<file path="src/rtl/bwt_inverse.sv">
`default_nettype none
// ============================================================================
// Module   : bwt_inverse
// Brief    : Inverse Burrows-Wheeler transform of one block (LF-mapping walk).
// Revision : 1.0 - initial release
// ============================================================================
module bwt_inverse #(
    parameter int ELEMENT_NUM = 8,
    parameter int ELEMENT_LEN = 8
) (
    input  logic                           clk,
    input  logic                           rst,
    input  logic                           start,
    input  logic [ELEMENT_LEN-1:0]         data_in [0:ELEMENT_NUM-1],
    input  logic [$clog2(ELEMENT_NUM)-1:0] primary_idx,
    output logic                           busy,
    output logic                           done,
    output logic [ELEMENT_LEN-1:0]         data_out [0:ELEMENT_NUM-1]
);

    localparam int            IW     = $clog2(ELEMENT_NUM);
    localparam int            CW     = IW + 1;
    localparam logic [IW-1:0] c_LAST = IW'(ELEMENT_NUM - 1);

    typedef enum logic [1:0] {
        S_IDLE = 2'd0,
        S_RANK = 2'd1,
        S_WALK = 2'd2,
        S_DONE = 2'd3
    } state_t;

    state_t                 r_state;
    state_t                 w_next;
    logic [ELEMENT_LEN-1:0] r_l   [0:ELEMENT_NUM-1];
    logic [IW-1:0]          r_t   [0:ELEMENT_NUM-1];
    logic [ELEMENT_LEN-1:0] r_buf [0:ELEMENT_NUM-1];
    logic [IW-1:0]          r_p;
    logic [IW-1:0]          r_k;
    logic [IW-1:0]          r_row;
    logic [CW-1:0]          w_rank;
    logic [ELEMENT_LEN-1:0] w_sym;

    // Stable rank of L[row]: smaller symbols anywhere plus equal symbols before it.
    always_comb begin
        w_rank = '0;
        for (int j = 0; j < ELEMENT_NUM; j++) begin
            if ((r_l[j] < r_l[r_row]) ||
                ((r_l[j] == r_l[r_row]) && (IW'(j) < r_row))) begin
                w_rank = w_rank + CW'(1);
            end
        end
    end

    assign w_sym = r_l[r_p];

    always_ff @(posedge clk or negedge rst) begin
        if (!rst) begin
            r_state <= S_IDLE;
        end else begin
            r_state <= w_next;
        end
    end

    always_comb begin
        w_next = r_state;
        busy   = 1'b0;
        done   = 1'b0;
        case (r_state)
            S_IDLE: begin
                if (start) begin
                    w_next = S_RANK;
                end
            end
            S_RANK: begin
                busy = 1'b1;
                if (r_row == c_LAST) begin
                    w_next = S_WALK;
                end
            end
            S_WALK: begin
                busy = 1'b1;
                if (r_k == '0) begin
                    w_next = S_DONE;
                end
            end
            S_DONE: begin
                done   = 1'b1;
                w_next = S_IDLE;
            end
            default: w_next = S_IDLE;
        endcase
    end

    always_ff @(posedge clk or negedge rst) begin
        if (!rst) begin
            r_p   <= '0;
            r_k   <= '0;
            r_row <= '0;
            for (int i = 0; i < ELEMENT_NUM; i++) begin
                r_l[i]      <= '0;
                r_t[i]      <= '0;
                r_buf[i]    <= '0;
                data_out[i] <= '0;
            end
        end else begin
            case (r_state)
                S_IDLE: begin
                    if (start) begin
                        for (int i = 0; i < ELEMENT_NUM; i++) begin
                            r_l[i] <= data_in[i];
                        end
                        r_p   <= primary_idx;
                        r_row <= '0;
                    end
                end
                S_RANK: begin
                    r_t[r_row] <= w_rank[IW-1:0];
                    r_row      <= r_row + IW'(1);
                    if (r_row == c_LAST) begin
                        r_k <= c_LAST;
                    end
                end
                S_WALK: begin
                    r_buf[r_k] <= w_sym;
                    r_p        <= r_t[r_p];
                    r_k        <= r_k - IW'(1);
                    // Final step publishes the whole block at once, element 0 bypassed.
                    if (r_k == '0) begin
                        data_out[0] <= w_sym;
                        for (int i = 1; i < ELEMENT_NUM; i++) begin
                            data_out[i] <= r_buf[i];
                        end
                    end
                end
                default: ;
            endcase
        end
    end

endmodule
`default_nettype wire

</file>
<file path="config.mk">
export PLATFORM = sky130hd
export DESIGN_NAME = bwt_inverse
export DESIGN_NICKNAME = d
export VERILOG_FILES = /design/src/rtl/bwt_inverse.sv
export SDC_FILE = /design/constraint.sdc
export NUM_CORES = 1
export LEC_CHECK = 0
export ABC_CLOCK_PERIOD_IN_PS = 12500
export CORE_MARGIN = 8
export CORE_UTILIZATION = 60
export DETAILED_ROUTE_END_ITERATION = 16
export PLACE_DENSITY = 0.85
export SETUP_SLACK_MARGIN = 0.3
export SLEW_MARGIN = 20
export SYNTH_ARGS = -nofsm -noshare
export SYNTH_HDL_FRONTEND = slang
export SYNTH_SLANG_ARGS = --single-unit
</file>
<file path="constraint.sdc">
create_clock -name clk -period 12.5 [get_ports clk]
set_clock_uncertainty 0.05 [all_clocks]
set_input_delay 2.5 -clock clk [delete_from_list [all_inputs] [get_ports clk]]
set_output_delay 2.5 -clock clk [all_outputs]
set_load 0.02 [all_outputs]
</file>
== After elaboration in Yosys (flattened, before gate mapping) ==
Index checks and enable logic that the tools add are counted.
Operators by class
  multipliers: 0
  muxes and demuxes: 35
  divide/modulo/power cells: 0
  equal/unequal tests: 15
  shift operators: 0
  order comparisons: 21
  add/subtract/negate cells: 9
  bitwise gates (word level): 3
  reduce and logical (&&, ||, !) cells: 30
Operator list (count)
  64-bit bitwise mux: 1
  8-bit equality test: 8
  8-bit less-than comparator: 8
  8-bit binary-select mux with 3-bit select: 2
  8-bit 2-to-1 mux: 5
  3-bit 2-to-1 mux: 13
  24-bit bitwise mux: 1
  8-bit demux with 3-bit select: 1
  3-bit by 1-bit adder with 3-bit output, second input constant: 7
  3-bit case mux with 2 select lines: 3
  4-bit greater-or-equal comparator, second input constant: 3
  3-bit less-than comparator, first input constant: 4
  3-bit inverter with 4-bit output: 3
  1-bit logical AND: 10
  2-bit AND reduction: 5
  3-bit binary-select mux with 3-bit select: 1
  3-bit demux with 3-bit select: 1
  1-bit logical OR: 8
  4-bit by 1-bit less-than comparator with 1-bit output, second input constant: 2
  2-bit case mux with 4 select lines: 1
  1-bit by 3-bit less-than comparator with 1-bit output, first input constant: 2
  2-bit by 3-bit less-than comparator with 1-bit output, first input constant: 2
  2-bit 2-to-1 mux: 3
  2-bit inequality test, second input constant: 3
  other kinds (11): 16
Storage, ports and cells
  output and inout port bits: 66
  input port bits: 70
  memories: 0
  RAM bits: 0
  memory bits (read-only): 0
  logic and storage cells: 149
  bits in latches: 0
  register bits: 227

== Depth between registers and ports, before layout ==
Gate-level depths: netlist of the first run.
  word-level depth: 23
  gate-level depth with buffers: 36
  depth with buffers taken out: 33

== Worst setup path before layout of the first run ==
OpenSTA, ideal clock, no wires.
  kind: flip-flop to flip-flop
  start point: register r_row[1]
  end point: register r_t[5] in the netlist's numbering
  buffers on the path: 3
  arrival: 6968 ps
  cell stages (with the launch flop): 37
  setup slack: 5399 ps
  setup time: 83 ps
  data required time: 12367 ps
  clock period less this slack: 7101 ps
  path through: dfrtp_1 buf_6 clkbuf_1 clkbuf_1 mux2i_1 nor2_1 a21oi_1 a21oi_1 a21oi_1 ha_1 a21o_1 a21o_1 a21oi_1 o21ai_0 o31ai_1 inv_1 ha_1 inv_1 xnor2_4 inv_1 ha_1 nand2_1 a21boi_0 inv_1 ha_1 xor2_1 xnor3_1 or3_1 o221ai_1 ha_1 nand3b_1 o21a_1 ha_1 nand2_1 xor2_1 xnor3_1 o21ai_0
Between the ends
  longest elaborated chain between the ends: 23
  elaborated cells between the ends (all ways): 65
  classes of those cells: add/sub: 7; order compare: 18; eq/ne: 8; mux: 14; bitwise: 1; reduce/logical: 17
RTL lines
  start, declared: line 39  | logic [IW-1:0] r_row;
  start signal, assigned: line 118  | r_row <= r_row + IW'(1);
  branches (longest 22 deep; another with 8-bit less-than comparator)
  24-bit bitwise mux *: line 117  | r_t[r_row] <= w_rank[IW-1:0];
  end signal, assigned by index: line 117
  end, declared: line 35  | logic [IW-1:0] r_t [0:ELEMENT_NUM-1];
Mark *: on every way between the ends. The select of a mux whose other input is x is not followed.
A chain may end at the register's enable or synchronous reset.

== Final worst setup path of the first run ==
  start point: register r_row[1]
  end point: register r_t[11] in the netlist's numbering
Same word-level chain as after synthesis.

==> impl_metrics.py, run 1 <==
metrics = {
    "place": {
        "placed_cell_area_mm2": 0.0130,
        "dp_hpwl_um": 20400,
        "io_buffers": 135,
        "gp_congestion": 0.921,
    },
    "drt": {
        "first_pass_iters": 5,
        "wl_per_cell_um": 20.8,
        "ant_nets": 0,
        "dr.first_iter.drc_count": 797,
        "drc_errors": 0,
        "viasPerCell": 6.15,
        "routed_wl_um": 28500,
        "vias": 8406,
    },
    "cts": {
        "tritoncts": "yes",
        "clock_latency_ns": 0.51,
        "post_cts_buffers": 0,
        "cts-htree-levels": 1,
        "clk_pin_slew_worst_paths_ns": 0.06,
        "ctsResizeCount": 0,
        "cts-hold-fix-buffers": 0,
        "cts_buffers": 23,
        "clock-sinks": 219,
        "cts_root_buf": "clkbuf_16",
        "clockBufferDepth": 3,
    },
    "yosys": {
        "synth_seq_cells": 219,
        "syn-num-nets": 1144,
        "ys_seq_area_share_pct": 47.7,
        "async_flop_share_pct": 100,
        "yosysWarnings": 0,
        "synth_area_per_cell_um2": 11.5,
        "synth_cell_types": 63,
        "syn-cell-area_mm2": 0.0115,
        "synth-edff-count": 0,
        "synthFlopType": "dfrtp_1",
        "netlist_instances": 995,
    },
    "setup_path": {
        "critPathLaunchType": "flop",
        "arrival_ns": 8.37,
        "r2r-end": "r_t[11]",
        "critical_path.slowest_cell": "a21oi_1",
        "critical_path_required_ns": 12.86,
        "crit_path_frequent_cell": "ha_1",
        "cp-startpoint": "r_row[1]",
        "slowest_delay_ns": 0.59,
        "rrSetupSlack_ns": 4.49,
        "worstPathMaxFanout": 20,
        "r2r_start": "r_row[1]",
        "setup.worst_path.class": "flop to flop",
        "reg2regPathDepth": 34,
        "endpoint_kind": "flop",
    },
    "worst_hold_path": {
        "hold_depth": 2,
        "min_from": "r_buf[36]",
        "min_delay_worst_endpoint": "r_buf[36]",
        "min_path_type": "flop to flop",
    },
    "finish": {
        "nets": 1265,
        "final_design_area_no_fill_mm2": 0.0138,
        "area_delta_synth_final_pct": 20.1,
        "antenna_cells": 0,
        "drive_gt1_share_pct": 18.8,
    },
    "sta": {
        "worst_slew_pin_slew_ns": 1.06,
        "finalSetupViolations": 0,
        "hold_viol": 0,
        "fmax_mhz": 125,
        "rsz0062_at_grt": "no",
        "final-max-slew-violation-count": 0,
        "fin_tns_setup_ns": 0,
        "timing.final.crit_share_pct": 64.1,
        "timing.slew.headroom_pct": 27.5,
        "fin_crit_ns": 8.01,
        "hold_slack_ns": 0.422,
    },
    "floorplan": {
        "core_area_mm2": 0.0188,
        "io_pins": 136,
        "rows": 50,
        "die_w_um": 154,
        "die_y_um": 154,
        "initial_core_util_pct": 61.2,
        "dieArea_mm2": 0.0238,
    },
    "global_routing": {
        "track_usage_pct": 24.1,
        "use_met1_pct": 32.0,
        "grt_pass1_vias": 8734,
        "grt_pass1_wl_um": 46700,
        "grt_max_degree": 80,
        "top_usage_layer": "met2",
        "antenna_found_initial": 0,
        "gr-total-overflow": 0,
        "use_met3_pct": 4.65,
        "grtUsageMet2_pct": 39.8,
    },
    "outcome": {
        "status": "complete, no violations",
    },
    "job": {
        "drv_cap": 0,
    },
}
## Yosys cell counts, drive strengths merged (7+ instances only)
library cell / n / share of area (%)
or4: 9 / 0.62
a31oi: 15 / 0.82
mux4: 22 / 4.3
nand2: 93 / 3.0
clkbuf: 43 / 1.4
dfrtp: 219 / 48
o22ai: 7 / 0.38
nand3: 18 / 0.78
o211ai: 11 / 0.76
ha: 79 / 8.6
o21ai: 72 / 3.1
inv: 27 / 0.88
nor2: 51 / 1.7
mux2i: 29 / 2.5
nand4: 16 / 0.87
mux2: 127 / 12
and3: 8 / 0.48
nor2b: 11 / 0.60
buf: 7 / 0.46
a21oi: 52 / 2.3
## worst max-delay path: cells and delay by family, from the launching register on
family	cells	cell delay [ns]
AO/OA/AOI/OAI	12	2.50
XOR/XNOR	5	1.12
adder cells (fa/ha/maj)	6	1.95
buffers and inverters	5	0.81
flip-flops	1	0.53
multiplexers	1	0.22
AND/OR/NAND/NOR	5	0.72
## area by class of cell
| cell class | count | area (µm²) |
|---|---|---|
| Fill cell | 1272 | 4960 |
| Sequential cell | 219 | 5480 |
| Clock inverter | 11 | 168 |
| Timing Repair Buffer | 146 | 1440 |
| Inverter | 27 | 101 |
| Clock buffer | 30 | 622 |
| Multi-Input combinational cell | 699 | 5700 |
| Tap cell | 234 | 293 |
## sequential cells by signal, indices dropped and copies added, names as in the netlist
name,flops
data_out,64
r_l,64
r_buf,56
r_t,24
r_k,3
r_p,3
r_row,3
r_state,2
## worst max path at each step
stage	end
after floorplan	r_t[5]
after global placement	r_t[5]
after detailed placement	r_t[11]
after CTS	r_t[11]
after global routing	r_t[11]
final	r_t[11]
## cell usage in the layout, fill, tap and decap left out, types with 15 or more instances in the layout
cell type        count
clkdlybuf4s50_1    134
o21ai_0             72
a21oi_1             52
mux2_2             127
ha_1                79
nand3_1             18
mux2i_1             28
dfrtp_1            219
mux4_2              22
a31oi_1             15
inv_1               26
nor2_1              49
clkbuf_16           23
nand4_1             16
nand2_1             91
## stage by stage
step	worst slack, ns	std cells	util [%]
5_1_grt	3.84	1366	73.6
3_3_place_gp	5.05	1325	69.3
6_report	4.49	1366	73.6
4_1_cts	4.56	1366	73.6
3_5_place_dp	4.70	1325	69.4
2_1_floorplan	5.40	995	-
## logic make-up after synthesis
kind of cell               Yosys count  share of synthesized area, %
adders and majority gates           79                          8.60
and+or+nand+nor                    231                          9.53
AOI/OAI and AO/OA                  201                          10.7
DFF                                219                          47.7
muxes                              178                          19.3
buffers and inverters               77                          2.74
xor gates and xnor gates            10                          1.42
## routing by layer
layer	routed length, µm	share of wire (%)
met5	0	0
met4	733	2.6
met3	2160	7.6
met2	13600	48
met1	12000	42
Power of run 1 is not shown: default switching activity piles up to over one toggle a cycle in this logic, so the estimate is an artifact.
==> run 2: changes to the inputs <==
--- a/config.mk
+++ b/config.mk
@@ -5,11 +5,11 @@
 export SDC_FILE = /design/constraint.sdc
 export NUM_CORES = 1
 export LEC_CHECK = 0
-export ABC_CLOCK_PERIOD_IN_PS = 12500
+export ABC_CLOCK_PERIOD_IN_PS = 7600
 export CORE_MARGIN = 8
-export CORE_UTILIZATION = 60
+export CORE_UTILIZATION = 57
 export DETAILED_ROUTE_END_ITERATION = 16
-export PLACE_DENSITY = 0.85
+export PLACE_DENSITY = 0.81
 export SETUP_SLACK_MARGIN = 0.3
 export SLEW_MARGIN = 20
 export SYNTH_ARGS = -nofsm -noshare
==> constraint.sdc (replaced) <==
create_clock -name clk -period 7.6 [get_ports clk]
set_clock_uncertainty 0.05 [all_clocks]
set_input_delay 1.52 -clock clk [delete_from_list [all_inputs] [get_ports clk]]
set_output_delay 1.52 -clock clk [all_outputs]
set_load 0.02 [all_outputs]
==> impl_metrics.py, run 2 (same netlist as run 1, synthesis figures left out) <==
metrics = {
    "outcome": {
        "status": "complete, no violations",
    },
    "finish": {
        "antenna_cells": 0,
        "mostFrequentLayoutCells": "dfrtp_1 (216), clkdlybuf4s50_1 (134), mux2_2 (127)",
        "fin_util_pct": 70.0,
        "area_delta_synth_final_pct": 22.1,
        "top_regs": "data_out (64), r_l (64), r_buf (56)",
        "final_common_cell": "dfrtp_1",
        "drive_gt1_share_pct": 20.9,
        "nets": 1278,
        "fin_cells": 1413,
    },
    "global_routing": {
        "antenna_found_initial": 0,
        "grt_max_degree": 95,
        "grt_pass1_wl_um": 45700,
        "track_usage_pct": 23.2,
        "grt_pass1_vias": 8565,
        "gr-total-overflow": 0,
    },
    "worst_hold_path": {
        "min_path_type": "flop to flop",
        "min_from": "r_buf[12]",
    },
    "sta": {
        "fin_crit_ns": 6.98,
        "final-max-slew-violation-count": 0,
        "fmax_mhz": 143,
        "hold_viol": 0,
        "finalSetupViolations": 0,
        "hold_slack_ns": 0.430,
        "timing.slew.headroom_pct": 28.8,
        "timing.final.crit_share_pct": 91.9,
        "rsz0062_at_grt": "no",
        "worst_slew_pin_slew_ns": 1.04,
        "fin_tns_setup_ns": 0,
    },
    "cts": {
        "cts-htree-levels": 1,
        "clockBufferDepth": 3,
        "clock-sinks": 219,
        "tritoncts": "yes",
        "clock_latency_ns": 0.51,
        "cts_root_buf": "clkbuf_16",
        "cts_buffers": 22,
        "clk_pin_slew_worst_paths_ns": 0.06,
        "cts-hold-fix-buffers": 0,
    },
    "setup_path": {
        "r2r_start": "r_row[1]",
        "worstPathMaxFanout": 8,
        "crit_path_frequent_cell": "ha_1",
        "critPathLaunchType": "flop",
        "critical_path.slowest_cell": "dfrtp_2",
        "endpoint_kind": "flop",
        "cp-startpoint": "r_row[1]",
        "critPathTopFamily": "compound AO/OA/AOI/OAI gates",
        "critical_path_required_ns": 7.97,
        "setup.worst_path.class": "flop to flop",
        "crit_buf_inv": 5,
        "arrival_ns": 7.36,
        "slowest_delay_ns": 0.46,
    },
    "place": {
        "dp.cells": 1372,
        "io_buffers": 135,
        "gp_congestion": 0.949,
        "dp_hpwl_um": 20900,
    },
    "drt": {
        "ant_nets": 0,
        "wl_per_cell_um": 20.5,
        "first_pass_iters": 5,
        "routed_wl_um": 29000,
        "vias": 8532,
        "drc_errors": 0,
        "viasPerCell": 6.04,
        "dr.first_iter.drc_count": 627,
    },
    "floorplan": {
        "rows": 52,
        "core_area_mm2": 0.0200,
        "io_pins": 136,
        "dieArea_mm2": 0.0250,
        "die_w_um": 158,
        "die_y_um": 158,
        "initial_core_util_pct": 57.3,
    },
    "job": {
        "drv_cap": 0,
    },
}
## run 2: changes by cell type in the layout (fill, tap and decap cells not counted), sizes merged
cell / change
buf: +14
clkinv: -2
clkinvlp: -2
inv: +1
## run 2: through the flow
step	area, µm²	setup slack (ns)
3_3_place_gp	13100	0.583
6_report	14000	0.617
5_1_grt	14000	0.287
2_1_floorplan	11500	0.499
3_5_place_dp	13100	0.244
4_1_cts	14000	0.317
## run 2: area by class of cell
type	instances	area, µm²
well taps	270	338
flip-flops and latches	219	5490
repair buffers	160	1540
clock buffers	30	662
clock inverters	8	155
multi-input cells	699	5750
fillers	1479	6010
inverters	27	101
## run 2: final timing paths
path / to / slack (ns) / cells after the start
hold reg to reg: r_buf[12] / 0.43 / 2
min in group asynchronous: data_out[13] / 1.01 / 1
setup reg to reg: r_t[20] / 0.62 / 31
hold / removal: r_buf[12] / 0.43 / 2
max in group asynchronous: r_row[0] / 5.07 / 2
setup / recovery: r_t[20] / 0.62 / 31
## run 2: worst min-delay path, cell delays in order (launching register included)
cell	delay, ns
dfrtp_1	0.34
nand2_1	0.05
o21ai_0	0.06
## run 2: what timing repair did
item                                    4_1_cts  5_1_grt
endpoints found under the setup margin        8       16
setup buffers                                 0        3
gates resized for setup                       3       18
## run 2: metal layers
metal	GRT usage [%]	share of wire, %	routed length, µm	vias to the layer above
met4	7.18	2.9	829	0
met5	0	0	0	-
met3	4.01	7.2	2090	60
li1	-	-	-	3911
met2	38.2	47	13700	333
met1	30.9	42	12300	4228
Power of run 2 is left out for the same reason.
==> run 3: changes to the inputs <==
--- a/config.mk
+++ b/config.mk
@@ -10,6 +10,7 @@
 export CORE_UTILIZATION = 57
 export DETAILED_ROUTE_END_ITERATION = 16
 export PLACE_DENSITY = 0.81
+export REMOVE_ABC_BUFFERS = 1
 export SETUP_SLACK_MARGIN = 0.3
 export SLEW_MARGIN = 20
 export SYNTH_ARGS = -nofsm -noshare
==> impl_metrics.py, run 3 (same netlist as run 1, synthesis figures left out) <==
metrics = {
    "outcome": {
        "status": "complete, no violations",
    },
    "floorplan": {
        "dieArea_mm2": 0.0250,
        "rows": 52,
        "io_pins": 136,
        "initial_core_util_pct": 57.3,
        "core_area_mm2": 0.0200,
        "die_w_um": 158,
        "die_y_um": 158,
    },
    "sta": {
        "finalSetupViolations": 0,
        "fmax_mhz": 147,
        "fin_crit_ns": 6.81,
        "final-max-slew-violation-count": 0,
        "rsz0062_at_grt": "no",
        "timing.final.crit_share_pct": 89.6,
        "fin_tns_setup_ns": 0,
        "hold_viol": 0,
        "timing.slew.headroom_pct": 37.2,
        "worst_slew_pin_slew_ns": 0.942,
    },
    "setup_path": {
        "r2r-end": "r_t[8]",
        "r2r_start": "r_row[1]",
        "reg2regPathDepth": 34,
        "rrSetupSlack_ns": 0.79,
        "crit_path_frequent_cell": "ha_1",
        "slowest_delay_ns": 0.44,
        "worstPathMaxFanout": 16,
        "setup.worst_path.class": "flop to flop",
        "arrival_ns": 7.17,
        "critPathLaunchType": "flop",
        "endpoint_kind": "flop",
        "critical_path_required_ns": 7.96,
        "critical_path.slowest_cell": "dfrtp_2",
    },
    "drt": {
        "ant_nets": 0,
        "dr.first_iter.drc_count": 602,
        "vias": 8476,
        "first_pass_iters": 5,
        "viasPerCell": 6.00,
        "drc_errors": 0,
        "wl_per_cell_um": 20.3,
        "routed_wl_um": 28700,
    },
    "worst_hold_path": {
        "min_path_type": "flop to flop",
        "min_from": "data_out[56]",
        "hold_depth": 2,
        "min_delay_worst_endpoint": "data_out[56]",
    },
    "global_routing": {
        "antenna_found_initial": 0,
        "gr-total-overflow": 0,
        "grt_max_degree": 77,
        "track_usage_pct": 23.5,
        "grt_pass1_wl_um": 46300,
        "grt_pass1_vias": 8591,
    },
    "finish": {
        "nets": 1275,
        "final_common_cell": "dfrtp_1",
        "antenna_cells": 0,
        "nFillCells": 1510,
        "area_delta_synth_final_pct": 21.0,
        "top_regs": "data_out (64), r_l (64), r_buf (56)",
        "final_design_area_no_fill_mm2": 0.0139,
        "drive_gt1_share_pct": 20.4,
        "mostFrequentLayoutCells": "dfrtp_1 (217), clkdlybuf4s50_1 (134), mux2_2 (127)",
        "fin_cells": 1412,
    },
    "place": {
        "placed_cell_area_mm2": 0.0131,
        "dp_hpwl_um": 20800,
        "dp.cells": 1369,
        "gp_congestion": 0.917,
        "io_buffers": 135,
    },
    "cts": {
        "clock_latency_ns": 0.50,
        "clk_pin_slew_worst_paths_ns": 0.06,
        "clockBufferDepth": 3,
        "cts-hold-fix-buffers": 0,
        "cts_root_buf": "clkbuf_16",
        "tritoncts": "yes",
        "cts-htree-levels": 1,
        "cts_buffers": 22,
        "clock-sinks": 219,
    },
    "job": {
        "drv_cap": 0,
    },
}
==> run 3: per-stage QoR <==
| stage | hold WS (ns) | worst slack, ns | utilization (%) |
|---|---|---|---|
| final | 0.427 | 0.791 | 69.4 |
| after global routing | 0.450 | 0.313 | 69.4 |
| after CTS | 0.432 | 0.313 | 69.1 |
| after detailed placement | 0.417 | 0.330 | 65.5 |
| after global placement | 0.407 | 0.599 | 65.5 |
| after floorplan | 0.393 | 0.519 | - |
==> run 3: worst max-delay path, delay by kind of cell (launching register included) <==
kind                     cells  cell delay [ns]
AO/OA/AOI/OAI               11             1.63
XOR/XNOR                     5             1.11
adder cells (fa/ha/maj)      6             1.71
buffers and inverters        5             0.57
flip-flops                   1             0.44
multiplexers                 1             0.35
AND/OR/NAND/NOR              6             0.85
==> run 3: repair_timing <==
item / 4_1_cts / 5_1_grt
buffers inserted: 0 / 3
setup endpoints to repair: 0 / 16
resized for setup: 0 / 12
==> run 3: final cells by class <==
class	count	area, µm²	share of cell area (%)
clock buffers	31	646	4.64
clock inverters	9	76.3	0.549
inverters	27	101	0.729
multi-input cells	699	5730	41.2
repair buffers	157	1540	11.0
well taps	270	338	2.43
flip-flops and latches	219	5480	39.4
==> run 3: worst max path at each step <==
stage	from	end
6_report	r_row[1]	r_t[8]
5_1_grt	r_row[1]	r_t[20]
4_1_cts	r_row[1]	r_t[8]
3_5_place_dp	r_row[1]	r_t[8]
3_3_place_gp	r_row[1]	r_t[5]
2_1_floorplan	r_row[0]	r_t[5]
==> run 3: per-layer routing <==
metal	up-vias	share of wire [%]	global-route usage (%)
li1	3910	-	-
met1	4204	43	31.4
met2	316	49	40.1
met3	46	6.7	3.06
met4	0	2.0	5.21
met5	-	0	0
Power of run 3 is left out for the same reason.
